File: src/rtl/nearest_value_tracker.sv
// Tracks the sample closest to a latched reference over a programmed-length stream,
// reporting the winning value, its distance and its stream position.
module nearest_value_tracker #(
  parameter int unsigned WIDTH = 8,
  parameter int unsigned CNT_W = 8
) (
  input  logic             clk,
  input  logic             rst,
  input  logic             start,
  input  logic [WIDTH-1:0] reff,
  input  logic [CNT_W-1:0] num_samples,
  input  logic [WIDTH-1:0] din,
  input  logic             din_valid,
  output logic             busy,
  output logic             done,
  output logic             no_data,
  output logic [WIDTH-1:0] best,
  output logic [WIDTH-1:0] best_dist,
  output logic [CNT_W-1:0] best_index
);

  typedef enum logic [1:0] {StIdle, StRun, StFin} state_e;

  state_e           r_state;
  logic [WIDTH-1:0] r_reff;
  logic [CNT_W-1:0] r_count;
  logic [CNT_W-1:0] r_total;
  logic             r_busy;
  logic             r_done;
  logic             r_no_data;
  logic [WIDTH-1:0] r_best;
  logic [WIDTH-1:0] r_best_dist;
  logic [CNT_W-1:0] r_best_index;

  logic [WIDTH-1:0] w_dist;
  logic             w_take;
  logic             w_last;

  always_comb begin
    w_dist = (din >= r_reff) ? (din - r_reff) : (r_reff - din);
    // First sample always loads; later ones must be strictly closer so ties keep the earlier.
    w_take = (r_count == '0) || (w_dist < r_best_dist);
    w_last = (r_count == (r_total - 1'b1));
  end

  always_ff @(posedge clk) begin
    if (rst) begin
      r_state      <= StIdle;
      r_reff       <= '0;
      r_count      <= '0;
      r_total      <= '0;
      r_busy       <= 1'b0;
      r_done       <= 1'b0;
      r_no_data    <= 1'b0;
      r_best       <= '0;
      r_best_dist  <= '1;
      r_best_index <= '0;
    end else begin
      unique case (r_state)
        StIdle: begin
          if (start) begin
            r_reff  <= reff;
            r_total <= num_samples;
            r_count <= '0;
            if (num_samples == '0) begin
              r_state   <= StFin;
              r_done    <= 1'b1;
              r_no_data <= 1'b1;
            end else begin
              r_state   <= StRun;
              r_busy    <= 1'b1;
              r_no_data <= 1'b0;
            end
          end
        end
        StRun: begin
          if (din_valid) begin
            if (w_take) begin
              r_best       <= din;
              r_best_dist  <= w_dist;
              r_best_index <= r_count;
            end
            r_count <= r_count + 1'b1;
            if (w_last) begin
              r_state <= StFin;
              r_busy  <= 1'b0;
              r_done  <= 1'b1;
            end
          end
        end
        StFin: begin
          r_state   <= StIdle;
          r_done    <= 1'b0;
          r_no_data <= 1'b0;
        end
        default: r_state <= StIdle;
      endcase
    end
  end

  assign busy       = r_busy;
  assign done       = r_done;
  assign no_data    = r_no_data;
  assign best       = r_best;
  assign best_dist  = r_best_dist;
  assign best_index = r_best_index;

endmodule

File: config.mk
export PLATFORM = sky130hd
export DESIGN_NAME = nearest_value_tracker
export DESIGN_NICKNAME = d
export VERILOG_FILES = /design/src/rtl/nearest_value_tracker.sv
export SDC_FILE = /design/constraint.sdc
export NUM_CORES = 1
export LEC_CHECK = 0
export CAP_MARGIN = 10
export CORE_ASPECT_RATIO = 1.4
export CORE_MARGIN = 4
export CORE_UTILIZATION = 38
export CTS_BUF_LIST = sky130_fd_sc_hd__clkbuf_16
export CTS_CLUSTER_DIAMETER = 200
export DETAILED_ROUTE_END_ITERATION = 10
export GPL_ROUTABILITY_DRIVEN = 1
export REMOVE_ABC_BUFFERS = 1
export SLEW_MARGIN = 5
export SYNTH_ARGS = -nofsm -noshare
export SYNTH_HDL_FRONTEND = slang
export SYNTH_SLANG_ARGS = --single-unit
export TNS_END_PERCENT = 100
File: constraint.sdc
create_clock -name clk -period 8.25 [get_ports clk]
set_input_delay 2.0625 -clock clk [delete_from_list [all_inputs] [get_ports clk]]
set_output_delay 2.0625 -clock clk [all_outputs]
set_load 0.02 [all_outputs]
==> results of run 1 <==
-- final cells by class --
type,count,area (um^2)
Fill cell,799,4234
Inverter,34,127.6
Sequential cell,53,1061
Clock buffer,5,125.1
Tap cell,102,127.6
Timing Repair Buffer,55,548.0
Clock inverter,3,16.27
Multi-Input combinational cell,280,1909
-- metal layers --
metal	share of wire, %	routed length [um]	GRT usage (%)	vias to the layer above
li1	-	-	-	1400
met5	0	0	0	-
met1	41	3056	17.66	1275
met2	54	3990	29.98	44
met3	3.0	222	2.347	10
met4	1.6	115	5.174	0
-- power groups by stage --
stage          Sequential [mW]  Clock, mW  Combinational, mW
5_1_grt                  0.293      0.221              0.267
4_1_cts                  0.290      0.213              0.241
3_3_place_gp             0.295          0              0.239
3_5_place_dp             0.296          0              0.240
2_1_floorplan            0.304          0              0.151
6_report                 0.290      0.205              0.237
-- worst max-delay path by stage --
stage                 from            to  slack [ns]  depth (start not counted)
floorplan           din[4]  best_dist[7]        1.72                         15
global placement    din[4]  best_dist[7]        1.65                         16
detailed placement  din[3]  best_dist[7]        1.60                         16
CTS                 din[4]  best_dist[7]        1.91                         16
global route        din[3]  best_dist[7]        1.53                         16
finish              din[4]  best_dist[7]        1.97                         16
-- placed cells by master, fill, tap and decap left out, types with 3 or more instances in the layout --
master | Yosys | routed
clkdlybuf4s50_1 | 0 | 54
dfxtp_1 | 53 | 53
nand2_1 | 52 | 52
nor2_1 | 38 | 38
inv_1 | 33 | 33
ha_1 | 28 | 28
a21oi_1 | 28 | 27
mux2i_1 | 27 | 27
o21ai_0 | 13 | 13
xnor2_1 | 12 | 12
a21o_1 | 8 | 8
xor2_1 | 8 | 8
nand3_1 | 7 | 7
a31oi_1 | 6 | 6
nand4_1 | 5 | 5
nor3_1 | 5 | 5
clkbuf_16 | 0 | 5
or3_1 | 4 | 4
nand2b_1 | 3 | 3
a211oi_1 | 3 | 3
clkinv_1 | 1 | 3
or4_1 | 3 | 3
nor2b_1 | 3 | 3
-- logic make-up (layout without fill, tap and decap cells) --
| family | after synthesis | count (layout) | synth area share [%] |
|---|---|---|---|
| flip-flops | 53 | 53 | 33.61 |
| adder cells (fa/ha/maj) | 30 | 30 | 12.37 |
| buffers and inverters | 50 | 97 | 6.262 |
| multiplexers | 28 | 28 | 8.918 |
| AND/OR/NAND/NOR | 129 | 129 | 18.63 |
| XOR/XNOR | 20 | 20 | 5.549 |
| AO/OA/AOI/OAI | 73 | 73 | 14.67 |
-- registers in the layout, summed over array words and instances, names as in the netlist --
signal      count
best_dist       8
r_total         8
r_state         2
no_data         1
busy            1
r_count         8
best_index      8
r_reff          8
best            8
done            1
-- worst register-to-register path: cells and delay by family, from the launching register on --
| family | cells | cell delay [ns] |
|---|---|---|
| xor+xnor | 1 | 0.24 |
| compound gates | 7 | 2.04 |
| fa+ha+maj | 2 | 0.70 |
| simple gates | 3 | 0.55 |
| flops | 1 | 0.32 |
| mux | 1 | 0.27 |
-- stage by stage --
step | total power [mW] | hold slack (ns) | setup slack, ns | util, %
6_report | 0.7323 | 0.4697 | 1.972 | 48.04
3_5_place_dp | 0.5357 | 0.4582 | 1.600 | 46.31
4_1_cts | 0.7439 | 0.4676 | 1.910 | 48.04
3_3_place_gp | 0.5340 | 0.4484 | 1.655 | 46.31
5_1_grt | 0.7805 | 0.5039 | 1.527 | 48.04
2_1_floorplan | 0.4554 | 0.4303 | 1.715 | -
==> results.toml, run 1 <==
[floorplanning]
die_width_um = 85.03
io_pins = 55
row_count = 39
die_h_um = 115.8
dieArea_um2 = 9850
initial_core_util_pct = 38.74
fp.coreArea_um2 = 8149

[pwr]
p_sw_mw = 0.2391
power_frac_comb_pct = 32.4
ir_drop_v = 0.00008230
p_int_mw = 0.4932
clkPwrFrac_pct = 28.0
leakage_nw = 1.613
seqPwrFrac_pct = 39.6
powerDensity_nw_per_um2 = 187.1
p_sw_share_pct = 32.65

[routing]
drcViolationCount = 0
drt_pass1_iterations = 6
post_drt_wl_per_cell_um = 13.88
vias = 2729
drt-initial-drc-count = 56
drtAntennaViolNets = 0
wl_mm = 7.385
via_per_inst = 5.130

[setup_path]
worstPathRequired_ns = 8.38
crit_path_top_delay_cell = "a21oi_4"
path_class = "in -> reg"
path_buf_inv = 2
max_stage_delay_ns = 0.86
crit_arrival_ns = 6.41
crit_top_cell = "ha_1"
r2r.worst_path.cells = 14
regToRegEndpoint = "best_dist[7]"
ff2ff_setup_slack_ns = 3.99
crit_chain = "clkdlybuf4s50_1, inv_1, ha_1, and3_1, nand4_1, a41oi_2, mux2i_1, xor2_1, ha_1, a21o_1, a21oi_1, o21ai_0, a21oi_4, nand2_1, o32ai_1, a41oi_1"
critical_path.top_delay_family = "compound AO/OA/AOI/OAI gates"
crit_fanout = 29
crit_path_end_kind = "flop"
worstReg2RegStart = "r_reff[3]"
cp-start-kind = "input pin"

[grt]
antenna_found_initial = 0
track_usage_pct = 15.73
gr-total-overflow = 0
grt_pass1_wl_mm = 12.68
grt_max_degree = 42
grt_pass1_vias = 2733

[sta]
fin_crit_sh_pct = 76.10
setup_violations = 0
tns_ns = 0
fin_skew_ns = 0.008024
drv_slew = 0
post-route-min-period_ns = 6.278
max_slew_margin_pct = 29.04
tightest_slew_ns = 1.062
fmaxAchievable_ghz = 0.1593
timing_hold_violations_final = 0
rsz0062_at_grt = "no"

[placed_design]
place_area_um2 = 3774
portBuffers = 54
placed_cells = 524
gp_congestion = 0.8069
dp_hpwl_mm = 5.723

[finish]
fin_cells = 532
area.growth.synth_to_final_pct = 24.02
fin_area_um2 = 3915
diodes = 0
drive_gt1_share_pct = 3.256
finalNetCount = 487

[clock_network]
cts_setup_buffers = 0
postCtsHoldBufs = 0
clk_pin_slew_ns = 0.07
ctsResizeCount = 0
clk_latency_ns = 0.29
root_buffer = "clkbuf_16"
cts_max_level = 2
cts.sinks = 53
tritoncts = "done"
cts_inserted_buffers = 5
cts.path.max_buffers = 2

[job]
cap_violations = 0

[synthesis]
yosysTopAreaCellShare_pct = 33.61
avgSynthCellArea_um2 = 8.242
synth_common_cells = "dfxtp_1 (53), nand2_1 (52), nor2_1 (38)"
yosysSeqAreaShare_pct = 33.61
synthDistinctLibCells = 46
ys.flop_type = "dfxtp_1"
async_flop_share_pct = 0
yosys.area.top_type = "dfxtp_1"
synth-warning-count = 0
synth_edf_count = 0
synth_area_um2 = 3157
synth.area.top_cells = "dfxtp_1 (34%), ha_1 (11%), mux2i_1 (8.6%), nand2_1 (6.2%), nor2_1 (4.5%)"
synthCells = 383
ys_seq_elements = 53
synth.most_common_cell = "dfxtp_1"

[min_path]
hp-class = "reg -> reg"
hold_end = "r_reff[7]"
holdCritStartpoint = "r_reff[7]"
holdPathStages = 2

[run_status]
outcome = "completed"
Note: power is estimated with default switching activity, not from simulation.
==> run 2: changes to the inputs <==
- clock period: 8.25 -> 6.5 ns (I/O delays scaled with it)
==> run 2 against run 1 <==
Core utilization rose by 0.51 points. Worst hold slack got worse by 0.010 ns. Non-clock buffer count rose by 1. Power rose by 32%. Combinational power rose by 29%. Largest cell class unchanged. Largest power group unchanged.
==> results.toml, run 2 (synthesized netlist as in run 1, its figures left out) <==
[sta]
drv_slew = 0
timing_hold_violations_final = 0
fmaxAchievable_ghz = 0.1803
rsz0062_at_grt = "no"
tns_ns = 0
setup_violations = 0
fin_crit_sh_pct = 85.32
holdWs_ns = 0.4596
fin_skew_ns = 0.007033
post-route-min-period_ns = 5.546
max_slew_margin_pct = 49.26
tightest_slew_ns = 0.7593
post-route-worst-setup-slack_ns = 0.9540

[pwr]
seqPwrFrac_pct = 37.9
leakage_nw = 1.635
p_int_mw = 0.6657
power_frac_comb_pct = 31.5
p_sw_mw = 0.3043
p_sw_share_pct = 31.37
powerDensity_nw_per_um2 = 245.2
clkPwrFrac_pct = 30.6
total_power_mw = 0.9699
ir_drop_v = 0.0001029

[placed_design]
gp_congestion = 0.8576
dp_hpwl_mm = 5.872
post-place-ws_ns = 0.6227
portBuffers = 54
place_area_um2 = 3794

[grt]
track_usage_pct = 15.90
grt_max_degree = 42
gr-total-overflow = 0
antenna_found_initial = 0
grt_pass1_wl_mm = 12.70
grt_pass1_vias = 2757

[setup_path]
crit_arrival_ns = 5.71
path_class = "in -> reg"
ff2ff_setup_slack_ns = 2.53
worstPathRequired_ns = 6.66
crit_fanout = 20
crit_path_end_kind = "flop"
cp-start-kind = "input pin"

[routing]
drtAntennaViolNets = 0
drt_pass1_iterations = 4
drt-initial-drc-count = 69
wl_mm = 7.590
post_drt_wl_per_cell_um = 14.24
drcViolationCount = 0
via_per_inst = 5.137
vias = 2738

[finish]
multi_input_area_um2 = 1909
final_cell_mix = "clkdlybuf4s50_1 (54), dfxtp_1 (53), nand2_1 (52)"
finalNetCount = 488
final_common_cell = "clkdlybuf4s50_1"
regArea_um2 = 1061
fin_area_um2 = 3956
diodes = 0
area.growth.synth_to_final_pct = 25.33
num-fill-cells = 785
drive_gt1_share_pct = 3.480

[floorplanning]
row_count = 39
fp.coreArea_um2 = 8149
die_h_um = 115.8
io_pins = 55
die_width_um = 85.03
initial_core_util_pct = 38.74
dieArea_um2 = 9850

[clock_network]
cts_inserted_buffers = 5
cts_max_level = 2
root_buffer = "clkbuf_16"
postCtsHoldBufs = 0
cts.path.max_buffers = 2
ctsResizeCount = 0
cts.sinks = 53
clk_latency_ns = 0.29
cts_setup_buffers = 0
clk_pin_slew_ns = 0.06
tritoncts = "done"

[run_status]
outcome = "completed"

[min_path]
hp-class = "reg -> reg"

[job]
cap_violations = 0
run 2: final timing paths:
check            start        end  cells past startpoint
min          r_reff[7]  r_reff[7]                      2
max             din[4]    best[6]                     16
min reg2reg  r_reff[7]  r_reff[7]                      2
max reg2reg  r_reff[4]    best[6]                     14
run 2: area by class of cell:
type	count	area share, %
multi-input cells	280	48.26
clock inverters	3	0.9488
flip-flops and latches	53	26.82
repair buffers	56	14.36
clock buffers	5	3.163
well taps	102	3.226
inverters	34	3.226
run 2: through the flow:
step                      utilization, %  std cells
after floorplan                        -        367
after detailed placement           46.55        525
after global placement             46.55        525
final                              48.55        533
after CTS                          48.55        533
after global routing               48.55        533
run 2: power by group through the flow:
stage / registers, mW / logic (mW) / clock network (mW)
finish: 0.367 / 0.305 / 0.297
global route: 0.371 / 0.343 / 0.316
CTS: 0.368 / 0.310 / 0.305
detailed placement: 0.375 / 0.308 / 0
global placement: 0.374 / 0.306 / 0
floorplan: 0.386 / 0.192 / 0
run 2: layer usage:
metal | wire length (um) | GRT usage, % | vias up
met1 | 3030 | 16.96 | 1283
met3 | 280 | 2.205 | 12
met2 | 4124 | 31.12 | 51
met4 | 155 | 6.019 | 0
li1 | - | - | 1392
met5 | 0 | 0 | -
run 2: critical path, stage by stage:
cell and delay [ns]:
clkdlybuf4s50_1 0.51, inv_1 0.06, ha_1 0.41, and3_1 0.26, nand4_1 0.16, a41oi_2 0.48
mux2i_1 0.30, xor2_1 0.24, ha_1 0.28, a21o_1 0.18, a21oi_1 0.13, o21ai_0 0.16
a21oi_4 0.40, buf_12 0.24, mux2i_1 0.21, nor2_1 0.05
==> run 3: changes to the inputs <==
- CORE_UTILIZATION: 38 -> 45
- PLACE_DENSITY: not set -> 0.7
- SETUP_SLACK_MARGIN: not set -> 0.15
==> run 3 against run 2 <==
Count of clock-buffer cells in the layout stayed put. Final area is 0.16% lower. Setup slack better by 0.019 ns. Cell count is 1.9% lower. Power is 0.93% higher. Clock power is 3% higher. Critical path depth stayed put. Largest cell class unchanged. Sequential share of layout area hardly changed. Largest power group unchanged. Global-route usage is 2.1 points higher. Fmax is 0.35% higher.
==> results.toml, run 3 (synthesized netlist as in run 1, its figures left out) <==
[min_path]
holdCritStartpoint = "r_reff[7]"
hp-class = "reg -> reg"
holdPathStages = 2
hold_end = "r_reff[7]"

[sta]
drv_slew = 0
max_slew_margin_pct = 48.62
tightest_slew_ns = 0.7688
timing_hold_violations_final = 0
fmaxAchievable_ghz = 0.1809
fin_skew_ns = 0.006007
tns_ns = 0
setup_violations = 0
fin_crit_sh_pct = 85.03
post-route-min-period_ns = 5.527
rsz0062_at_grt = "no"
holdWs_ns = 0.4613

[clock_network]
tritoncts = "done"
clk_pin_slew_ns = 0.07
cts.path.max_buffers = 2
root_buffer = "clkbuf_16"
cts_max_level = 2
cts.sinks = 53
ctsResizeCount = 0
cts_setup_buffers = 0
cts_inserted_buffers = 5
clk_latency_ns = 0.29
postCtsHoldBufs = 0

[setup_path]
path_class = "in -> reg"
worstReg2RegStart = "r_reff[4]"
path_depth = 16
crit_arrival_ns = 5.69
regToRegEndpoint = "best[2]"
max_stage_delay_ns = 0.52
crit_chain = "clkdlybuf4s50_1, inv_1, ha_1, and3_1, nand4_1, a41oi_2, mux2i_1, xor2_1, ha_1, a21o_1, a21oi_1, o21ai_0, a21oi_4, buf_12, mux2i_1, nor2_1"
crit_path_top_delay_cell = "clkdlybuf4s50_1"
cp-start-kind = "input pin"
critical_path.top_delay_family = "compound AO/OA/AOI/OAI gates"
crit_fanout = 21
critical_path.startpoint = "din[3]"
worstPathRequired_ns = 6.66
r2r.worst_path.cells = 14
crit_path_end_kind = "flop"
path_buf_inv = 3
ff2ff_setup_slack_ns = 2.55

[floorplanning]
io_pins = 55
die_width_um = 78.79
die_h_um = 107.1
fp.coreArea_um2 = 6700
initial_core_util_pct = 47.11
dieArea_um2 = 8438
row_count = 35

[grt]
antenna_found_initial = 0
gr-total-overflow = 0
track_usage_pct = 18.00
grt_pass1_vias = 2686
grt_max_degree = 42
grt_pass1_wl_mm = 12.23

[finish]
fin_util_pct = 58.95
finalNetCount = 488
final_common_cell = "clkdlybuf4s50_1"
area.growth.synth_to_final_pct = 25.13
final_cell_mix = "clkdlybuf4s50_1 (54), dfxtp_1 (53), nand2_1 (52)"
diodes = 0
fin_cells = 523
drive_gt1_share_pct = 3.944

[routing]
post_drt_wl_per_cell_um = 13.91
vias = 2739
wl_mm = 7.275
via_per_inst = 5.237
drtAntennaViolNets = 0
drt-initial-drc-count = 113
drt_pass1_iterations = 4
drcViolationCount = 0

[pwr]
power_frac_comb_pct = 31.2
p_int_mw = 0.6697
seqPwrFrac_pct = 37.6
powerDensity_nw_per_um2 = 247.8
clkPwrFrac_pct = 31.2
total_power_mw = 0.9789
p_sw_share_pct = 31.59
ir_drop_v = 0.0001146
leakage_nw = 1.637
p_sw_mw = 0.3092

[placed_design]
placed_cells = 515
dp_hpwl_mm = 5.581
portBuffers = 54
gp_congestion = 0.8731

[job]
cap_violations = 0

[run_status]
outcome = "completed"
[run 3: cell counts in the layout (fill, tap and decap cells not counted)]
No cell type changed its count.
[run 3: per-layer routing]
layer / track usage [%] / share of wire (%) / vias to the layer above
met4: 6.750 / 2.1 / 0
met5: 0 / 0 / -
met1: 20.10 / 42 / 1283
met2: 33.35 / 53 / 48
met3: 3.193 / 3.1 / 12
li1: - / - / 1396
[run 3: final cells by class]
class	instances	area (um^2)
Clock buffer	5	125.1
Fill cell	591	2750
Inverter	34	127.6
Timing Repair Buffer	56	568.0
Clock inverter	3	43.79
Multi-Input combinational cell	280	1909
Sequential cell	53	1061
Tap cell	92	115.1
[run 3: power by group through the flow]
stage | clock network, mW | registers [mW] | logic [mW]
floorplan | 0 | 0.386 | 0.192
global placement | 0 | 0.375 | 0.300
detailed placement | 0 | 0.376 | 0.306
CTS | 0.311 | 0.369 | 0.308
global route | 0.323 | 0.372 | 0.342
finish | 0.305 | 0.368 | 0.306
[run 3: worst max-delay path by stage]
stage,end,slack (ns)
after floorplan,best_dist[7],0.40
after global placement,best[0],0.81
after detailed placement,best[2],0.69
after CTS,best[2],0.97
after global routing,best_index[6],0.67
final,best[2],0.97
[run 3: stage by stage]
| stage | worst slack [ns] | cell area, um^2 |
|---|---|---|
| floorplan | 0.4027 | 3087 |
| global placement | 0.8086 | 3781 |
| detailed placement | 0.6855 | 3781 |
| CTS | 0.9738 | 3950 |
| global route | 0.6709 | 3950 |
| finish | 0.9733 | 3950 |
[run 3: worst min-delay path: cells and delay by family (launching register included)]
| family | cells | cell delay, ns |
|---|---|---|
| flip-flops | 1 | 0.31 |
| AND/OR/NAND/NOR | 1 | 0.05 |
| AO/OA/AOI/OAI | 1 | 0.05 |
